==> src/rtl/tt_pkg.sv <==
// Shared types and constants for the truth-table capture sweeper.
package tt_pkg;

  typedef enum logic [1:0] {
    IDLE = 2'd0,
    WAIT = 2'd1,
    DONE = 2'd2
  } tt_state_e;

  localparam int unsigned NUM_VEC    = 16;
  localparam int unsigned VEC_W      = 4;
  localparam int unsigned SETTLE_MIN = 1;
  localparam int unsigned SETTLE_MAX = 7;
  localparam int unsigned CNT_W      = 3;

endpackage

==> src/rtl/truth_table_capture.sv <==
// Sweeps all 16 input vectors of a 4-input function, holds each for SETTLE
// cycles, captures the response mask and compares it against a golden mask.
module truth_table_capture
  import tt_pkg::*;
#(
  parameter int unsigned SETTLE = 1
) (
  input  logic               clk,
  input  logic               rst_n,
  input  logic               start,
  input  logic               abort,
  input  logic [NUM_VEC-1:0] expected,
  output logic [VEC_W-1:0]   vec_out,
  input  logic               f_in,
  output logic               busy,
  output logic               done,
  output logic [NUM_VEC-1:0] mask,
  output logic               pass,
  output logic [4:0]         mismatch_cnt,
  output logic [VEC_W-1:0]   first_err,
  output logic               err_valid
);

  // Out-of-range SETTLE is clamped so the counter compare stays well defined.
  localparam int unsigned SETTLE_C = (SETTLE < SETTLE_MIN) ? SETTLE_MIN :
                                     (SETTLE > SETTLE_MAX) ? SETTLE_MAX : SETTLE;
  localparam logic [CNT_W-1:0] LAST_CNT = CNT_W'(SETTLE_C - 1);
  localparam logic [VEC_W-1:0] LAST_VEC = VEC_W'(NUM_VEC - 1);
  localparam logic [4:0]       MAX_MIS  = 5'(NUM_VEC);

  tt_state_e          r_state, w_state_nxt;
  logic [CNT_W-1:0]   r_cnt;
  logic [VEC_W-1:0]   r_vec;
  logic [NUM_VEC-1:0] r_exp;
  logic [NUM_VEC-1:0] r_mask;
  logic [4:0]         r_mcnt;
  logic [VEC_W-1:0]   r_first;
  logic               r_errv;
  logic               r_pass;

  logic w_accept;
  logic w_sample;
  logic w_mis;

  always_ff @(posedge clk or negedge rst_n) begin
    if (!rst_n) r_state <= IDLE;
    else        r_state <= w_state_nxt;
  end

  always_comb begin
    w_state_nxt = r_state;
    w_accept    = 1'b0;
    w_sample    = 1'b0;
    case (r_state)
      IDLE: begin
        if (start) begin
          w_accept    = 1'b1;
          w_state_nxt = WAIT;
        end
      end
      WAIT: begin
        // abort outranks the sample that would otherwise land this edge
        if (abort) begin
          w_state_nxt = IDLE;
        end else if (r_cnt == LAST_CNT) begin
          w_sample = 1'b1;
          if (r_vec == LAST_VEC) w_state_nxt = DONE;
        end
      end
      DONE:    w_state_nxt = IDLE;
      default: w_state_nxt = IDLE;
    endcase
  end

  assign w_mis = w_sample && (f_in != r_exp[r_vec]);

  always_ff @(posedge clk or negedge rst_n) begin
    if (!rst_n) begin
      r_cnt   <= '0;
      r_vec   <= '0;
      r_exp   <= '0;
      r_mask  <= '0;
      r_mcnt  <= '0;
      r_first <= '0;
      r_errv  <= 1'b0;
      r_pass  <= 1'b0;
    end else if (w_accept) begin
      r_exp   <= expected;
      r_mask  <= '0;
      r_mcnt  <= '0;
      r_first <= '0;
      r_errv  <= 1'b0;
      r_pass  <= 1'b0;
      r_vec   <= '0;
      r_cnt   <= '0;
    end else if (r_state == WAIT) begin
      if (abort) begin
        r_vec  <= '0;
        r_cnt  <= '0;
        r_pass <= 1'b0;
      end else if (w_sample) begin
        r_mask[r_vec] <= f_in;
        r_cnt         <= '0;
        if (w_mis) begin
          if (r_mcnt != MAX_MIS) r_mcnt <= r_mcnt + 5'd1;
          if (!r_errv) begin
            r_first <= r_vec;
            r_errv  <= 1'b1;
          end
        end
        if (r_vec == LAST_VEC) begin
          r_vec  <= '0;
          r_pass <= (r_mcnt == '0) && !w_mis;
        end else begin
          r_vec <= r_vec + 1'b1;
        end
      end else begin
        r_cnt <= r_cnt + 1'b1;
      end
    end
  end

  assign vec_out      = r_vec;
  assign busy         = (r_state == WAIT);
  assign done         = (r_state == DONE);
  assign mask         = r_mask;
  assign pass         = r_pass;
  assign mismatch_cnt = r_mcnt;
  assign first_err    = r_first;
  assign err_valid    = r_errv;

endmodule

==> config.mk <==
export PLATFORM = sky130hd
export DESIGN_NAME = truth_table_capture
export DESIGN_NICKNAME = d
export VERILOG_FILES = /design/src/rtl/tt_pkg.sv /design/src/rtl/truth_table_capture.sv
export SDC_FILE = /design/constraint.sdc
export NUM_CORES = 1
export LEC_CHECK = 0
export BUFFER_PORTS_ARGS = -buffer_cell sky130_fd_sc_hd__buf_2
export CORE_ASPECT_RATIO = 2
export CORE_MARGIN = 2
export CORE_UTILIZATION = 58
export CTS_CLUSTER_SIZE = 20
export DETAILED_ROUTE_END_ITERATION = 6
export PLACE_DENSITY = 0.84
export SYNTH_ARGS = -nofsm -noshare
export SYNTH_HDL_FRONTEND = slang
export SYNTH_SLANG_ARGS = --single-unit
==> constraint.sdc <==
create_clock -name clk -period 6.57 [get_ports clk]
set_clock_uncertainty 0.15 [all_clocks]
set_input_delay 0 -clock clk [delete_from_list [all_inputs] [get_ports clk]]
set_output_delay 0 -clock clk [all_outputs]
set_load 0.01 [all_outputs]
# Word level (Yosys, flattened, before mapping)
# Cells that the tools add are included.
# totals
register_bits	52
output_inout_bits	33
# classes
order_cmp	2
addsub	3
n_eq_ne	10
reduce_logical	20
mux	50
# op_table
op	count
two-way mux 16 bit	4
two-way mux 4 bit	11
two-way mux 5 bit	6
two-way mux 1 bit	17
bitwise mux 16 bit	1
two-way mux 3 bit	4
AND reduction 5 bit	2
AND reduction 3 bit	3
two-way mux 2 bit	4
nonzero test 2 bit	4
!= test 3 x 2 -> 1 bit, second input constant	2
nonzero test 3 bit	2
adder 5 x 1 -> 5 bit, second input constant	1
zero test 5 bit	1
less-than comparator 4 x 5 -> 1 bit, second input constant	1
!= test 5 bit, second input constant	1
adder 4 x 1 -> 4 bit, second input constant	1
binary-select mux 1 bit (select 4 bit)	1
demux 1 bit (select 4 bit)	1
== test 4 bit, second input constant	1
>= comparator 4 x 1 -> 1 bit, second input constant	1
!= test 2 x 1 -> 1 bit, second input constant	2
one-hot mux 2 bit (2 select lines)	1
AND reduction 4 bit	1
10 further kinds	12

# Logic depth before layout (Yosys ltp)
# depth
depth_word	12
ltp_mapped	8
mapped_depth_nobuf	7

# Worst setup path before layout
# No wires, ideal clock.
# synth_path
path_kind	flip-flop to flip-flop
from	register r_vec[0] (netlist: vec_out[0])
to	register r_first[2] (netlist: first_err[2])
stages_incl_launch_ff	8
setup_slack_ns	3.936
arrival_time_ns	2.359
path_buffers	2
setup_time_ns	0.126
period_less_slack_ns	2.634
cell_sequence	dfrtp_1 -> buf_6 -> mux4_1 -> mux4_2 -> mux2i_2 -> or3_1 -> buf_6 -> mux2i_1
# synth_between
elab_chain_len	6
# synth_rtl
item	line_no	source
start: declaration	truth_table_capture.sv:33	logic [VEC_W-1:0] r_vec;
start signal: assignment	truth_table_capture.sv:115	r_vec <= r_vec + 1'b1;
binary-select mux 1 bit (select 4 bit)	truth_table_capture.sv:75	assign w_mis = w_sample && (f_in != r_exp[r_vec]);
two-way mux 1 bit (not written as such)	truth_table_capture.sv:75	
!= test 1 bit	truth_table_capture.sv:75	
logical AND 1 bit	truth_table_capture.sv:75	
nonzero test 2 bit (no line)	-	
AND reduction 5 bit (no line)	-	
end signal: assignment	truth_table_capture.sv:107	r_first <= r_vec;
end: declaration	truth_table_capture.sv:37	logic [VEC_W-1:0] r_first;
# Every way passes these cells. The select of a mux whose other input is x is not followed.
# A chain may end at the register's enable or synchronous reset.

# Worst setup path in the final report
# layout_path
from	register r_vec[0] (netlist: vec_out[0])
to	register r_first[1] (netlist: first_err[1])
# Same word-level chain as after synthesis.

==> flow_summary.html <==
<table>
<tr><th>Metric</th><th>Value</th></tr>
<tr><th colspan="2">Detailed routing</th></tr>
<tr><td>Routed Antenna Nets</td><td>0</td></tr>
<tr><td>Vias per cell</td><td>5.53</td></tr>
<tr><td>Sum of routed wire length over all layers</td><td>about 5900 um</td></tr>
<tr><td>Average routed wire per standard cell</td><td>between 15 and 20 um</td></tr>
<tr><td>Number of violations reported at the end of detailed-routing iteration 0</td><td>38</td></tr>
<tr><td>Count of unresolved DRC violations after routing</td><td>0</td></tr>
<tr><td>DRT Pass-1 Iters</td><td>4</td></tr>
<tr><td>Routed vias</td><td>around 2100</td></tr>
<tr><th colspan="2">Setup path</th></tr>
<tr><td>Slowest-stage cell, CP</td><td>sky130_fd_sc_hd__mux4_1</td></tr>
<tr><td>Start point of the critical path</td><td>vec_out[0]</td></tr>
<tr><td>Sort of element at the start of the critical path</td><td>flip-flop</td></tr>
<tr><td>Sum of buffers and inverters on the critical path</td><td>0</td></tr>
<tr><td>Reg-to-Reg End</td><td>first_err[1]</td></tr>
<tr><td>Setup CP Type</td><td>reg -&gt; reg</td></tr>
<tr><td>Largest stage delay on the critical path</td><td>about 0.61 ns</td></tr>
<tr><td>Critical path endpoint</td><td>first_err[1]</td></tr>
<tr><td>Maximum fanout count along the critical path</td><td>10</td></tr>
<tr><td>Critical path, cell by cell</td><td>mux4_1, mux4_2, mux2i_2, or3_1, mux2i_1</td></tr>
<tr><td>Critical path's top delay family</td><td>multiplexers</td></tr>
<tr><td>Required @ worst endpoint</td><td>approximately 6.6 ns</td></tr>
<tr><td>Start of the worst register-to-register path</td><td>vec_out[0]</td></tr>
<tr><td>Number of cells traversed by the worst register-to-register path</td><td>5</td></tr>
<tr><td>Reg2reg setup slack</td><td>roughly 3.8 ns</td></tr>
<tr><td>Data arrival time of the critical path</td><td>about 2.8 ns</td></tr>
<tr><td>Cell depth of the worst setup path</td><td>5</td></tr>
<tr><td>Sort of element at the end of the critical path</td><td>flip-flop</td></tr>
<tr><th colspan="2">Timing</th></tr>
<tr><td>Final-layout setup total negative slack</td><td>0 ns</td></tr>
<tr><td>Final hold violations</td><td>0</td></tr>
<tr><td>Minimum period implied by the final worst setup slack</td><td>2.79 ns</td></tr>
<tr><td>Setup repair after global routing missed its margin</td><td>false</td></tr>
<tr><td>Hold Worst Slack</td><td>between 0.02 and 0.025 ns</td></tr>
<tr><td>Worst slew slack as a fraction of its limit</td><td>approximately 26%</td></tr>
<tr><td>Upper clock frequency limit</td><td>359 MHz</td></tr>
<tr><td># setup viols final</td><td>0</td></tr>
<tr><td>Final critical-path share of the clock period</td><td>42.4%</td></tr>
<tr><td>Least-Margin Pin Slew</td><td>approximately 1.1 ns</td></tr>
<tr><td>Number of max-slew violations in the final report</td><td>0</td></tr>
<tr><th colspan="2">Min path</th></tr>
<tr><td>Hold WC Path Type</td><td>in -&gt; reg</td></tr>
<tr><th colspan="2">Die</th></tr>
<tr><td>DIE AREA</td><td>5060 um2</td></tr>
<tr><td>Initial Util</td><td>between 50% and 60%</td></tr>
<tr><td>Placeable core region</td><td>about 4300 um2</td></tr>
<tr><td>Overall die width</td><td>between 50 and 60 um</td></tr>
<tr><td>Number of placed I/O pins</td><td>54</td></tr>
<tr><td>Standard-cell row count</td><td>34</td></tr>
<tr><td>Die height</td><td>~100 um</td></tr>
<tr><th colspan="2">Layout</th></tr>
<tr><td>Most common cell after layout, fill and taps aside</td><td>sky130_fd_sc_hd__nand2_1</td></tr>
<tr><td>Share of cells above drive strength 1</td><td>20.8%</td></tr>
<tr><td># fillers</td><td>around 350</td></tr>
<tr><td>Ant. Diodes</td><td>0</td></tr>
<tr><td>Final instance count without filler cells</td><td>a little under 400</td></tr>
<tr><td>Multi-input logic area</td><td>around 1200 um2</td></tr>
<tr><td>Sequential cell area</td><td>about 1300 um2</td></tr>
<tr><td>Layout Nets</td><td>361</td></tr>
<tr><td>Synthesis-to-layout area growth</td><td>21.2%</td></tr>
<tr><td>Leading cell types in the layout, fill and taps excluded</td><td>68 x sky130_fd_sc_hd__nand2_1, 53 x sky130_fd_sc_hd__buf_2, 52 x sky130_fd_sc_hd__dfrtp_1, 31 x sky130_fd_sc_hd__nor2_1, 22 x sky130_fd_sc_hd__mux2i_1</td></tr>
<tr><th colspan="2">Power</th></tr>
<tr><td>P per Cell Area</td><td>~250 nW/um2</td></tr>
<tr><td>Max VDD drop</td><td>approximately 0.00020 V</td></tr>
<tr><td>Leakage power</td><td>between 1.5 and 2 nW</td></tr>
<tr><td>Total design power</td><td>slightly below 0.8 mW</td></tr>
<tr><th colspan="2">Flow run</th></tr>
<tr><td>Reported max-cap violation count</td><td>0</td></tr>
<tr><th colspan="2">Placed design</th></tr>
<tr><td>Post-DP HPWL</td><td>3950 um</td></tr>
<tr><td>Cells after DPL</td><td>360</td></tr>
<tr><td>Total of buffers placed on input and output ports</td><td>53</td></tr>
<tr><td>Global placement routability congestion</td><td>roughly 0.8</td></tr>
<tr><th colspan="2">Synthesis</th></tr>
<tr><td>Cells after synthesis</td><td>between 200 and 300</td></tr>
<tr><td>Sequential fraction of the synthesis area</td><td>between 50% and 60%</td></tr>
<tr><td>Average size of a mapped cell</td><td>9.80 um2</td></tr>
<tr><td>Synth Cell Area</td><td>2600 um2</td></tr>
<tr><td>Number of enable flip-flop cells after synthesis</td><td>0</td></tr>
<tr><td>Fraction of registers with async set or reset after synthesis</td><td>100%</td></tr>
<tr><td>FF+latch count, synth</td><td>52</td></tr>
<tr><td>Number of nets in the synthesized netlist</td><td>around 300</td></tr>
<tr><td>Most instantiated flip-flop cell in the synthesis netlist</td><td>sky130_fd_sc_hd__dfrtp_1</td></tr>
<tr><td>Yosys warning count</td><td>0</td></tr>
<tr><td>Count of different cell masters after synthesis</td><td>37</td></tr>
<tr><th colspan="2">GRT</th></tr>
<tr><td>Met3 Use GR</td><td>4.09%</td></tr>
<tr><td>Number of global-route vias before repair</td><td>around 2200</td></tr>
<tr><td>Initial antenna violation count</td><td>0</td></tr>
<tr><td>GR Layer Usage met1</td><td>30.4%</td></tr>
<tr><td>Pin count of the biggest net entering global routing</td><td>53</td></tr>
<tr><td>Met2 global-route usage</td><td>around 46%</td></tr>
<tr><td>Wire length of the first global-routing pass</td><td>roughly 10000 um</td></tr>
<tr><td>Busiest layer in global routing</td><td>met2</td></tr>
<tr><td>Global-route congestion overflow total</td><td>0</td></tr>
<tr><td>Global Route Usage Sum</td><td>about a quarter</td></tr>
<tr><th colspan="2">CTS</th></tr>
<tr><td>Worst-Skew Late Latency</td><td>around 0.30 ns</td></tr>
<tr><td>Hold-fix buffers at CTS</td><td>19</td></tr>
<tr><td>Clock sink count</td><td>52</td></tr>
<tr><td>Setup bufs post-CTS</td><td>0</td></tr>
<tr><td>CTS Root Cell</td><td>sky130_fd_sc_hd__clkbuf_8</td></tr>
<tr><td>H-tree levels</td><td>2</td></tr>
<tr><td>Clock edge transition at the registers on the reported setup and hold paths</td><td>approximately 0.09 ns</td></tr>
<tr><td>Number of buffers added by the clock tree synthesis step</td><td>5</td></tr>
<tr><td>Buffer depth of the longest clock path</td><td>2</td></tr>
<tr><td>Clock tree from TritonCTS</td><td>built</td></tr>
<tr><td>Cts repair resizes</td><td>0</td></tr>
<tr><th colspan="2">Status</th></tr>
<tr><td>Outcome</td><td>complete, no violations</td></tr>
</table>
==> cell type report <==
| type | instances | area share, % |
|---|---|---|
| flip-flops and latches | 52 | 41.4 |
| multi-input cells | 190 | 38.1 |
| repair buffers | 73 | 14.7 |
| clock buffers | 6 | 2.31 |
| well taps | 54 | 2.15 |
| inverters | 10 | 1.19 |
| clock inverters | 1 | 0.159 |
==> cell families after synthesis <==
family,after synthesis,synth area share (%)
compound gates,16,4.10
xor+xnor,3,1.01
fa+ha+maj,8,3.86
buf+inv,23,3.95
flops,52,50.1
mux,30,14.8
simple gates,133,22.2
==> how the worst min path moves through the flow <==
stage	slack (ns)	cells after the start	startpoint	endpoint
floorplan	-0.45	0	rst_n	err_valid
global placement	0.04	3	expected[12]	r_exp[12]
detailed placement	0.04	3	expected[8]	r_exp[8]
CTS	0.02	4	start	r_cnt[0]
global route	0.05	4	start	r_cnt[0]
finish	0.02	4	start	r_cnt[0]
==> Yosys cell counts (2+ instances only) <==
library cell | n | area (um2)
sky130_fd_sc_hd__nand3_1 | 16 | 80.1
sky130_fd_sc_hd__xnor2_1 | 3 | 26.3
sky130_fd_sc_hd__o21ai_0 | 4 | 20.0
sky130_fd_sc_hd__ha_1 | 8 | 100
sky130_fd_sc_hd__mux4_2 | 2 | 45.0
sky130_fd_sc_hd__nand4_1 | 5 | 31.3
sky130_fd_sc_hd__clkbuf_1 | 10 | 37.5
sky130_fd_sc_hd__mux4_1 | 3 | 78.8
sky130_fd_sc_hd__buf_6 | 2 | 22.5
sky130_fd_sc_hd__nand2_1 | 68 | 255
sky130_fd_sc_hd__nor2b_1 | 4 | 25.0
sky130_fd_sc_hd__nor2_1 | 31 | 116
sky130_fd_sc_hd__a21oi_1 | 4 | 20.0
sky130_fd_sc_hd__inv_1 | 10 | 37.5
sky130_fd_sc_hd__dfrtp_1 | 52 | 1300
sky130_fd_sc_hd__mux2i_1 | 22 | 220
==> through the flow <==
step           cell area, um2  setup slack [ns]  utilization, %
5_1_grt                  3150              3.66            72.5
3_5_place_dp             2880              3.80            66.3
2_1_floorplan            2600              3.94               -
3_3_place_gp             2880              3.87            66.3
6_report                 3150              3.78            72.5
4_1_cts                  3150              3.78            72.5
==> worst register-to-register path, stage by stage, from the launching register on <==
cell and delay, ns:
sky130_fd_sc_hd__dfrtp_1 0.60, sky130_fd_sc_hd__mux4_1 0.61, sky130_fd_sc_hd__mux4_2 0.52, sky130_fd_sc_hd__mux2i_2 0.19
sky130_fd_sc_hd__or3_1 0.44, sky130_fd_sc_hd__mux2i_1 0.16
==> layer usage <==
metal  routed length (um)  vias to the layer above
met3                  232                       18
li1                     -                     1018
met2                 3270                       57
met4                  185                        0
met1                 2190                     1043
met5                    0                        -
==> report_power, final <==
group	internal (mW)	switching, mW	total [mW]
clock network	0.0727	0.0990	0.172
registers	0.360	0.0432	0.403
logic	0.104	0.116	0.220
total	0.537	0.258	0.795
==> state kept, by name, summed over array words and instances (netlist names) <==
| signal | flops |
|---|---|
| r_state | 2 |
| mask | 16 |
| r_cnt | 3 |
| first_err | 4 |
| vec_out | 4 |
| mismatch_cnt | 5 |
| err_valid | 1 |
| pass | 1 |
| r_exp | 16 |
Power figures use the tool's default switching activity.
